## config.mk

```make
export PLATFORM = sky130hd
export DESIGN_NAME = matrix_iter_ctrl
export DESIGN_NICKNAME = d
export VERILOG_FILES = /design/src/rtl/matrix_iter_ctrl.sv
export SDC_FILE = /design/constraint.sdc
export NUM_CORES = 1
export LEC_CHECK = 0
export CAP_MARGIN = 20
export CORE_AREA = 2 2 210 212
export CTS_BUF_LIST = sky130_fd_sc_hd__clkbuf_16
export DETAILED_ROUTE_END_ITERATION = 16
export DIE_AREA = 0 0 212 214
export PLACE_DENSITY = 0.65
export SKIP_CTS_REPAIR_TIMING = 1
export SLEW_MARGIN = 0
export SYNTH_ARGS = -nofsm -noshare
export SYNTH_HDL_FRONTEND = slang
export SYNTH_SLANG_ARGS = --single-unit
export TNS_END_PERCENT = 20
```

## constraint.sdc

```tcl
create_clock -name clk -period 3.18 [get_ports clk]
set_input_delay 0.636 -clock clk [delete_from_list [all_inputs] [get_ports clk]]
set_output_delay 0.636 -clock clk [all_outputs]
set_load 0.01 [all_outputs]
```

## src/rtl/matrix_iter_ctrl.sv

```systemverilog
// Iteration sequencer for the 4-state coefficient-matrix stage: seeds it, strobes
// iterations, feeds the state back and packs four xn bytes per 32-bit output word.
//
// state | meaning
// IDLE  | waiting for go
// LOAD  | set strobe, coefficients presented to the matrix stage
// ISSUE | start strobe, timeout timer armed
// WAIT  | waiting for done; warm-up discard or byte packing
// PUSH  | word_valid held until word_ready
// FIN   | one-cycle finished pulse
module matrix_iter_ctrl #(
  parameter int WARMUP  = 16,
  parameter int TIMEOUT = 255,
  parameter int CNT_W   = 16
) (
  input  logic             clk,
  input  logic             rst_n,
  input  logic             go,
  input  logic             abort,
  input  logic [CNT_W-1:0] num_words,
  input  logic [31:0]      seed_p,
  input  logic [31:0]      seed_s,
  input  logic [31:0]      seed_l,
  input  logic [31:0]      seed_ti,
  input  logic [4:0]       e12_cfg,
  input  logic [4:0]       e13_cfg,
  input  logic [4:0]       e14_cfg,
  input  logic [4:0]       e21_cfg,
  input  logic [4:0]       e23_cfg,
  input  logic [4:0]       e24_cfg,
  input  logic [4:0]       e31_cfg,
  input  logic [4:0]       e32_cfg,
  input  logic [4:0]       e34_cfg,
  output logic [4:0]       e12_in,
  output logic [4:0]       e13_in,
  output logic [4:0]       e14_in,
  output logic [4:0]       e21_in,
  output logic [4:0]       e23_in,
  output logic [4:0]       e24_in,
  output logic [4:0]       e31_in,
  output logic [4:0]       e32_in,
  output logic [4:0]       e34_in,
  output logic             set,
  output logic             start,
  output logic [31:0]      xp,
  output logic [31:0]      xs,
  output logic [31:0]      xl,
  output logic [31:0]      xti,
  input  logic [7:0]       xn,
  input  logic             done,
  input  logic [31:0]      xpn,
  input  logic [31:0]      xsn,
  input  logic [31:0]      xln,
  input  logic [31:0]      xtin,
  output logic [31:0]      word_data,
  output logic             word_valid,
  input  logic             word_ready,
  output logic             busy,
  output logic             finished,
  output logic             err
);

  localparam logic [2:0] IDLE  = 3'd0;
  localparam logic [2:0] LOAD  = 3'd1;
  localparam logic [2:0] ISSUE = 3'd2;
  localparam logic [2:0] WAIT  = 3'd3;
  localparam logic [2:0] PUSH  = 3'd4;
  localparam logic [2:0] FIN   = 3'd5;

  localparam int WU_W = (WARMUP > 0) ? $clog2(WARMUP + 1) : 1;
  localparam int TM_W = (TIMEOUT > 1) ? $clog2(TIMEOUT) : 1;
  localparam logic [WU_W-1:0] WU_MAX  = WU_W'(WARMUP);
  localparam logic [TM_W-1:0] TM_LOAD = TM_W'(TIMEOUT - 1);

  logic [2:0]       state;
  logic [CNT_W-1:0] nw_q;
  logic [CNT_W-1:0] wdone;
  logic [CNT_W-1:0] wdone_inc;
  logic [WU_W-1:0]  wcnt;
  logic [1:0]       bcnt;
  logic [TM_W-1:0]  tmr;

  assign wdone_inc  = wdone + 1'b1;
  assign set        = (state == LOAD);
  assign start      = (state == ISSUE);
  assign word_valid = (state == PUSH);
  assign finished   = (state == FIN);
  assign busy       = (state != IDLE);

  always_ff @(posedge clk or negedge rst_n) begin
    if (!rst_n) begin
      state     <= IDLE;
      nw_q      <= '0;
      wdone     <= '0;
      wcnt      <= '0;
      bcnt      <= '0;
      tmr       <= '0;
      err       <= 1'b0;
      word_data <= '0;
      xp        <= '0;
      xs        <= '0;
      xl        <= '0;
      xti       <= '0;
      e12_in    <= '0;
      e13_in    <= '0;
      e14_in    <= '0;
      e21_in    <= '0;
      e23_in    <= '0;
      e24_in    <= '0;
      e31_in    <= '0;
      e32_in    <= '0;
      e34_in    <= '0;
    end else if (abort) begin
      // abort only moves the FSM; datapath registers keep their contents
      state <= IDLE;
    end else begin
      case (state)
        IDLE: begin
          if (go) begin
            xp     <= seed_p;
            xs     <= seed_s;
            xl     <= seed_l;
            xti    <= seed_ti;
            e12_in <= e12_cfg;
            e13_in <= e13_cfg;
            e14_in <= e14_cfg;
            e21_in <= e21_cfg;
            e23_in <= e23_cfg;
            e24_in <= e24_cfg;
            e31_in <= e31_cfg;
            e32_in <= e32_cfg;
            e34_in <= e34_cfg;
            nw_q   <= num_words;
            err    <= 1'b0;
            wdone  <= '0;
            wcnt   <= '0;
            bcnt   <= '0;
            state  <= (num_words == '0) ? FIN : LOAD;
          end
        end
        LOAD:  state <= ISSUE;
        ISSUE: begin
          tmr   <= TM_LOAD;
          state <= WAIT;
        end
        WAIT: begin
          if (done) begin
            xp  <= xpn;
            xs  <= xsn;
            xl  <= xln;
            xti <= xtin;
            if (wcnt < WU_MAX) begin
              wcnt  <= wcnt + 1'b1;
              state <= ISSUE;
            end else begin
              word_data[{bcnt, 3'b000} +: 8] <= xn;
              bcnt  <= bcnt + 1'b1;
              state <= (bcnt == 2'd3) ? PUSH : ISSUE;
            end
          end else if (tmr == '0) begin
            err   <= 1'b1;
            state <= IDLE;
          end else begin
            tmr <= tmr - 1'b1;
          end
        end
        PUSH: begin
          if (word_ready) begin
            bcnt  <= '0;
            wdone <= wdone_inc;
            state <= (wdone_inc == nw_q) ? FIN : ISSUE;
          end
        end
        FIN:     state <= IDLE;
        default: state <= IDLE;
      endcase
    end
  end

endmodule

```

== Word-level counts from Yosys, hierarchy flattened ==
Cells that the tools add are included.

* Register bits after elaboration: 256
* Input bits: 331
* Output and inout bits: 211
* Word-level logic and storage cells: 108

* $add $sub $neg: 5
* Magnitude comparators: 1
* Eq/ne operators: 18
* Shift operators: 2
* Muxes and demuxes: 42
* Bitwise gates (word level): 2
* Reductions and logical operators: 17

{| class="wikitable"
|+ Operators by type and width
! kind !! number
|-
| 32-bit two-way mux || 8
|-
| 32-bit case mux with 2 select lines || 4
|-
| 32-bit bitwise mux || 1
|-
| 16-bit two-way mux || 2
|-
| 16-bit case mux with 2 select lines || 1
|-
| 8-bit by 7-bit variable shift with 32-bit output (first input constant) || 1
|-
| 8-bit by 7-bit indexed part select with 32-bit output || 1
|-
| 3-bit two-way mux || 9
|-
| 16-bit by 1-bit adder with 16-bit output (second input constant) || 1
|-
| 16-bit == test || 1
|-
| 16-bit zero test || 1
|-
| 8-bit two-way mux || 2
|-
| 8-bit case mux with 2 select lines || 1
|-
| 4-bit AND reduction || 4
|-
| 5-bit two-way mux || 3
|-
| 3-bit case mux with 5 select lines || 1
|-
| 2-bit != test (second input constant) || 7
|-
| 5-bit case mux with 2 select lines || 1
|-
| 5-bit AND reduction || 2
|-
| 8-bit zero test || 1
|-
| 2-bit two-way mux || 4
|-
| 8-bit by 1-bit subtractor with 8-bit output (second input constant) || 1
|-
| 5-bit negation with 7-bit output || 1
|-
| 3-bit by 2-bit == test with 1-bit output (second input constant) || 2
|-
| 19 further kinds || 27
|}

== Longest topological paths before layout ==
Gate-level depths: netlist of the first run.

* Depth after elaboration: 6
* Mapped depth: 10
* Depth with buffers taken out: 8

== Worst setup path after synthesis of the first run ==
Ideal clock, no wire load.

* Kind: flip-flop to flip-flop
* Start point: register wdone[9]
* End point: register state[1]
* Arrival: 2.060 ns
* Required time: 3.056 ns
* Setup slack: 0.996 ns
* Stages on the path, launching flop included: 8
* Cell sequence: dfrtp_1 clkbuf_2 nand4_1 or4_4 or3_1 a2bb2oi_2 nand4_1 a211o_1

* Word-level cells in the longest chain between the ends: 6

{| class="wikitable"
|+ RTL lines
! what !! RTL line !! RTL
|-
| from (decl) || 77 || <nowiki>logic [CNT_W-1:0] wdone;</nowiki>
|-
| from (signal assigned) || 170 || <nowiki>wdone <= wdone_inc;</nowiki>
|-
| 16-bit by 1-bit adder with 16-bit output || 83 || <nowiki>assign wdone_inc = wdone + 1'b1;</nowiki>
|-
| 16-bit == test || 171 || <nowiki>state <= (wdone_inc == nw_q) ? FIN : ISSUE;</nowiki>
|-
| 3-bit two-way mux || 171 ||
|-
| 3-bit two-way mux || 168 || <nowiki>if (word_ready) begin</nowiki>
|-
| 3-bit case mux with 5 select lines || 117 || <nowiki>case (state)</nowiki>
|-
| 3-bit two-way mux || 113 || <nowiki>end else if (abort) begin</nowiki>
|-
| to (signal assigned) || 138 || <nowiki>state <= (num_words == '0) ? FIN : LOAD;</nowiki>
|-
| to (signal assigned) || 158 || <nowiki>state <= (bcnt == 2'd3) ? PUSH : ISSUE;</nowiki>
|-
| to (signal assigned) || 171 ||
|-
| to (decl) || 75 || <nowiki>logic [2:0] state;</nowiki>
|}

No other way between the ends. The select of a mux whose other input is x is not followed.
A chain may end at the register's enable or synchronous reset.

== Worst setup path in the final report of the first run ==
* Start point: register state[2]
* End point: output port word_valid

* Word-level cells in the longest chain between the ends: 1

{| class="wikitable"
|+ RTL lines
! what !! RTL line !! RTL
|-
| 3-bit == test || 86 || <nowiki>assign word_valid = (state == PUSH);</nowiki>
|-
| to (decl) || 56 || <nowiki>output logic word_valid,</nowiki>
|}

No other way between the ends.

==> results of run 1 <==
[layer usage]
metal  vias to the layer above  GRT usage (%)  routed length, um
li1                       5303              -                  -
met1                      5097           20.7              16100
met2                       355           31.6              20800
met3                        68           3.71               2470
met4                         2           5.96               1230
met5                         -              0                 13
[metrics by stage]
step           instances  cell area (um2)  worst slack [ps]  util (%)
2_1_floorplan       1258            12000               996         -
3_3_place_gp        2320            18000               519      41.9
3_5_place_dp        2320            18000               461      41.9
4_1_cts             2376            18900               310      44.2
5_1_grt             2376            18900               173      44.2
6_report            2376            18900               339      44.2
[state kept, by name, indices dropped and copies added, names as in the netlist, 8 cells and up]
register	count
xl	32
xti	32
word_data	32
xp	32
tmr	8
nw_q	16
wdone	16
xs	32
[synth_stat cells, drive strengths merged, types with 4 or more instances]
| master | instances | area share (%) |
|---|---|---|
| dfrtp | 256 | 53 |
| nand2 | 409 | 13 |
| xnor2 | 10 | 0.73 |
| nand3 | 10 | 0.42 |
| nor2 | 15 | 0.53 |
| buf | 18 | 0.80 |
| mux2 | 4 | 0.38 |
| and3 | 4 | 0.21 |
| ha | 9 | 0.94 |
| nand4 | 5 | 0.39 |
| clkbuf | 64 | 2.4 |
| o31ai | 4 | 0.25 |
| or3 | 11 | 0.63 |
| o21ai | 189 | 7.9 |
| nor4 | 8 | 0.42 |
| nor3b | 9 | 0.56 |
| a21oi | 11 | 0.46 |
| xor2 | 7 | 0.51 |
| nor3 | 12 | 0.50 |
| inv | 10 | 0.31 |
| a22o | 16 | 1.2 |
| or4 | 4 | 0.28 |
| a21o | 8 | 0.52 |
| mux2i | 131 | 11 |
[worst min path at each step]
stage / from / endpoint / slack, ps / depth (start not counted)
2_1_floorplan: rst_n / bcnt[0]$_DFFE_PN0P_ / 340 / 0
5_1_grt: rst_n / e24_in[1]$_DFFE_PN0P_ / 1 / 1
6_report: rst_n / e24_in[1]$_DFFE_PN0P_ / -20 / 1
4_1_cts: rst_n / xti[22]$_DFFE_PN0P_ / -30 / 1
3_3_place_gp: e24_in[1]$_DFFE_PN0P_ / e24_in[1]$_DFFE_PN0P_ / 460 / 2
3_5_place_dp: e32_in[1]$_DFFE_PN0P_ / e32_in[1]$_DFFE_PN0P_ / 460 / 2
[power groups by stage]
stage                     Combinational, W  Clock [W]  Sequential (W)
after floorplan                   0.000843          0         0.00463
after global placement             0.00316          0         0.00438
after detailed placement           0.00320          0         0.00440
after CTS                          0.00322    0.00352         0.00436
after global routing               0.00345    0.00366         0.00446
final                              0.00316    0.00340         0.00436
[layout make-up]
type,instances,area [um2]
fill,4206,23900
sequential,256,6410
timing repair buffer,560,5640
multi-input combinational,909,5160
clock buffer,31,776
tap,585,732
clock inverter,25,194
inverter,10,37.5
[kinds of logic after synthesis]
group / share of synthesized area (%)
adders and majority gates: 0.940
and+or+nand+nor: 17.8
muxes: 11.3
buffers and inverters: 3.64
DFF: 53.5
xor gates and xnor gates: 1.24
AOI/OAI and AO/OA: 11.6
[critical path, stage by stage (launching register included)]
cell and delay, ps:
dfrtp_1 660, nand2_1 200, inv_1 150, clkdlybuf4s50_1 630
==> impl_metrics.json, run 1 <==
{
  "finalHoldViolations": 5,
  "drc": 0,
  "final_common_cell": "clkdlybuf4s50_1",
  "synth_nets": 1598,
  "seqPwrFrac_pct": 39.9,
  "reg2reg_depth": 6,
  "die_w_um": 212,
  "gp_congestion": 0.882,
  "p_leak_nw": 7.92,
  "synth_ff_type": "dfrtp_1",
  "grt_first_pass_wirelength_mm": 63.1,
  "power_w": 0.0109,
  "rsz0062_at_grt": "false",
  "relSlewSlack_pct": 40.6,
  "syn_area_per_cell_um2": 9.52,
  "antenna_left": 0,
  "cellPowerDensity_nw_per_um2": 577,
  "ys_ff_latch": 256,
  "crit_path_start": "state[2]$_DFFE_PN0P_",
  "drv_cap": 0,
  "grt-ovfl-total": 0,
  "p_comb_share_pct": 28.9,
  "avgViaCountPerCell": 4.56,
  "r2r-start": "wdone[3]$_DFFE_PN0P_",
  "p_sw_w": 0.00323,
  "critical_path_class": "flip-flop to output port",
  "avgRoutedWirePerCell_um": 17.1,
  "synth_edf_count": 0,
  "violations": "hold timing",
  "ys_async_sr_fraction_pct": 100,
  "ios": 542,
  "grt.total_usage_pct": 17.6,
  "worstPathArrival_ps": 2200,
  "drive_above_1_share_pct": 4.86,
  "rows": 76,
  "seq_area_frac_synth_pct": 53.5,
  "htree_num_levels": 1,
  "synthToLayoutAreaGrowth_pct": 58.1,
  "synth_cells": 1258,
  "path_max_fanout": 17,
  "crit_path_end_kind": "output port",
  "whs_ps": -16.4,
  "cts_max_path_buffers": 3,
  "initial_utilization_pct": 27.9,
  "worst_r2r_endpoint": "state[1]$_DFFE_PN0P_",
  "dp_hpwl_mm": 30.8,
  "r2r_slack_ps": 610,
  "nets": 2108,
  "synthesis.area_um2": 12000,
  "max_freq_mhz": 352,
  "numCtsBuffers": 31,
  "skew_ps": 23.6,
  "num_vias": 10800,
  "min_period_over_period_pct": 89.3,
  "worstSkewPairLatency_ps": 570,
  "cp.required_ps": 2540,
  "die_h_um": 214,
  "first_global_vias": 11200,
  "pwr-share-clk_pct": 31.2,
  "grt_start_max_net_pins": 131,
  "internal-power_w": 0.00769,
  "period_needed_ps": 2840,
  "firstDrtPassIters": 5,
  "n_antenna_cell": 0,
  "endpoint": "word_valid",
  "clk_pin_slew_ps": 60,
  "max_slew.worst_pin.slew_ps": 889,
  "critPathLaunchType": "flip-flop",
  "die_area_um2": 45400,
  "cts_num_sinks": 256,
  "final_cell_mix": "clkdlybuf4s50_1, nand2_1, dfrtp_1",
  "status": "finished with violations",
  "root_buffer": "clkbuf_16",
  "setup_viol": 0,
  "drt_iter0_markers": 505,
  "ys_warn_count": 0,
  "antenna_found_initial": 1,
  "maxSlewViolCount": 0,
  "swShare_pct": 29.6,
  "coreArea_um2": 42900,
  "wirelength_mm": 40.6,
  "fin_tns_setup_ps": 0,
  "synth.distinct_cells": 61,
  "port_buffers": 541,
  "vdd_ir_drop_max_mv": 0.295,
  "hold_path.class": "input pin to asynchronous set/reset pin",
  "tritoncts": "yes"
}
Power figures use the tool's default switching activity.
==> inputs of run 2 (changes only) <==
Settings changed: CORE_AREA 2 2 210 212 to 2 2 208 210, DIE_AREA 0 0 212 214 to 0 0 210 212, PLACE_DENSITY 0.65 to 0.66.
==> impl_metrics.json, run 2 (synthesis results as in run 1) <==
{
  "crit_path_start": "state[2]$_DFFE_PN0P_",
  "coreArea_um2": 42500,
  "stdcell_count": 2336,
  "fillers": 4067,
  "crit_path_end_kind": "output port",
  "die_h_um": 212,
  "initial_utilization_pct": 28.2,
  "final_common_cell": "clkdlybuf4s50_1",
  "avgRoutedWirePerCell_um": 17.2,
  "relSlewSlack_pct": 39.4,
  "hold_path.class": "input pin to asynchronous set/reset pin",
  "grt_first_pass_wirelength_mm": 61.0,
  "rows": 76,
  "grt_start_max_net_pins": 93,
  "gp_congestion": 0.844,
  "r2r-start": "wdone[3]$_DFFE_PN0P_",
  "drv_cap": 0,
  "cpPeakStageDelay_ps": 590,
  "ios": 542,
  "max_slew.worst_pin.slew_ps": 907,
  "p_sw_w": 0.00320,
  "tritoncts": "yes",
  "met2_usage_pct": 30.6,
  "num_vias": 10700,
  "p_comb_share_pct": 29.2,
  "maxSlewViolCount": 0,
  "port_buffers": 541,
  "cts_max_path_buffers": 3,
  "status": "finished, final reports clean",
  "place_area_um2": 17900,
  "finish.utilization_pct": 44.4,
  "pwr-share-clk_pct": 30.7,
  "worstPathArrival_ps": 2230,
  "crit_chain": "buf_4 -> nand2_1 -> inv_1 -> clkdlybuf4s50_1",
  "synthToLayoutAreaGrowth_pct": 57.6,
  "multiInputGateArea_um2": 5160,
  "critical_path_class": "flip-flop to output port",
  "die_area_um2": 44500,
  "setup_viol": 0,
  "top_usage_layer": "met2",
  "cts_num_sinks": 256,
  "final_cell_mix": "clkdlybuf4s50_1, nand2_1, dfrtp_1",
  "final_area_um2": 18900,
  "cpMaxStageDelayCell": "clkdlybuf4s50_1",
  "first_global_vias": 10700,
  "cellPowerDensity_nw_per_um2": 576,
  "seqPwrFrac_pct": 40.1,
  "path_max_fanout": 20,
  "antenna_left": 0,
  "internal-power_w": 0.00768,
  "finalHoldViolations": 0,
  "firstDrtPassIters": 5,
  "drt_iter0_markers": 533,
  "drive_above_1_share_pct": 4.42,
  "worstSkewPairLatency_ps": 560,
  "whs_ps": 60.3,
  "met1_usage_pct": 21.0,
  "htree_num_levels": 1,
  "antenna_found_initial": 2,
  "root_buffer": "clkbuf_16",
  "max_freq_mhz": 348,
  "critPathLaunchType": "flip-flop",
  "avgViaCountPerCell": 4.59,
  "numCtsBuffers": 30,
  "dp_hpwl_mm": 30.9,
  "grt-ovfl-total": 0,
  "clk_pin_slew_ps": 60,
  "p_leak_nw": 7.92,
  "vdd_ir_drop_max_mv": 0.376,
  "swShare_pct": 29.4,
  "grt.total_usage_pct": 17.3,
  "wirelength_mm": 40.3,
  "drc": 0,
  "r2r_slack_ps": 690,
  "skew_ps": 11.0,
  "min_period_over_period_pct": 90.2,
  "fin_tns_setup_ps": 0,
  "cp.required_ps": 2540,
  "nets": 2104,
  "placed_cells": 2278,
  "grt_use_met3_pct": 4.15,
  "rsz0062_at_grt": "false",
  "die_w_um": 210,
  "period_needed_ps": 2870,
  "ff_latch_area_um2": 6410
}
==> run 2: changes by cell type in the layout (fill, tap and decap cells not counted), sizes merged <==
| cell | delta |
|---|---|
| diode | +2 |
| buf | -3 |
| inv | +2 |
| clkinvlp | -2 |
==> run 2: area by class of cell <==
type	instances	share of cell area [%]
well taps	546	3.62
clock inverters	25	0.967
clock buffers	31	4.11
multi-input cells	909	27.3
diodes	2	0.0265
repair buffers	557	29.9
flip-flops and latches	256	33.9
inverters	10	0.199
==> run 2: through the flow <==
step / worst slack (ps) / total power, W
after floorplan: 996 / 0.00547
after global placement: 599 / 0.00755
after detailed placement: 546 / 0.00762
after CTS: 278 / 0.0110
after global routing: 213 / 0.0115
final: 310 / 0.0109
==> run 2: routing by layer <==
metal / vias up / wire length (um) / share of wire, %
met3: 54 / 2610 / 6.5
met4: 4 / 819 / 2.0
met2: 323 / 20400 / 51
met5: - / 26 / 0.065
li1: 5286 / - / -
met1: 5058 / 16400 / 41
==> run 2: path summary, 6_finish.rpt <==
| check | end | cells past startpoint |
|---|---|---|
| worst max-delay path | word_valid | 4 |
| worst min-delay path | nw_q[2]$_DFFE_PN0P_ | 1 |
| worst max register to register | state[1]$_DFFE_PN0P_ | 6 |
| worst min register to register | e12_in[4]$_DFFE_PN0P_ | 2 |
| max in group asynchronous | xl[30]$_DFFE_PN0P_ | 2 |
| min in group clk | e12_in[4]$_DFFE_PN0P_ | 2 |
==> run 2: critical path, delay by kind of cell (launching register included) <==
kind | cells | cell delay, ps
buffers and inverters | 3 | 1010
AND/OR/NAND/NOR | 1 | 140
flip-flops | 1 | 510
==> run 2: power groups by stage <==
stage                     clock network (W)  registers [W]  logic [W]
after floorplan                           0        0.00463   0.000843
after global placement                    0        0.00438    0.00318
after detailed placement                  0        0.00440    0.00321
after CTS                           0.00346        0.00436    0.00323
after global routing                0.00362        0.00445    0.00344
final                               0.00334        0.00436    0.00317
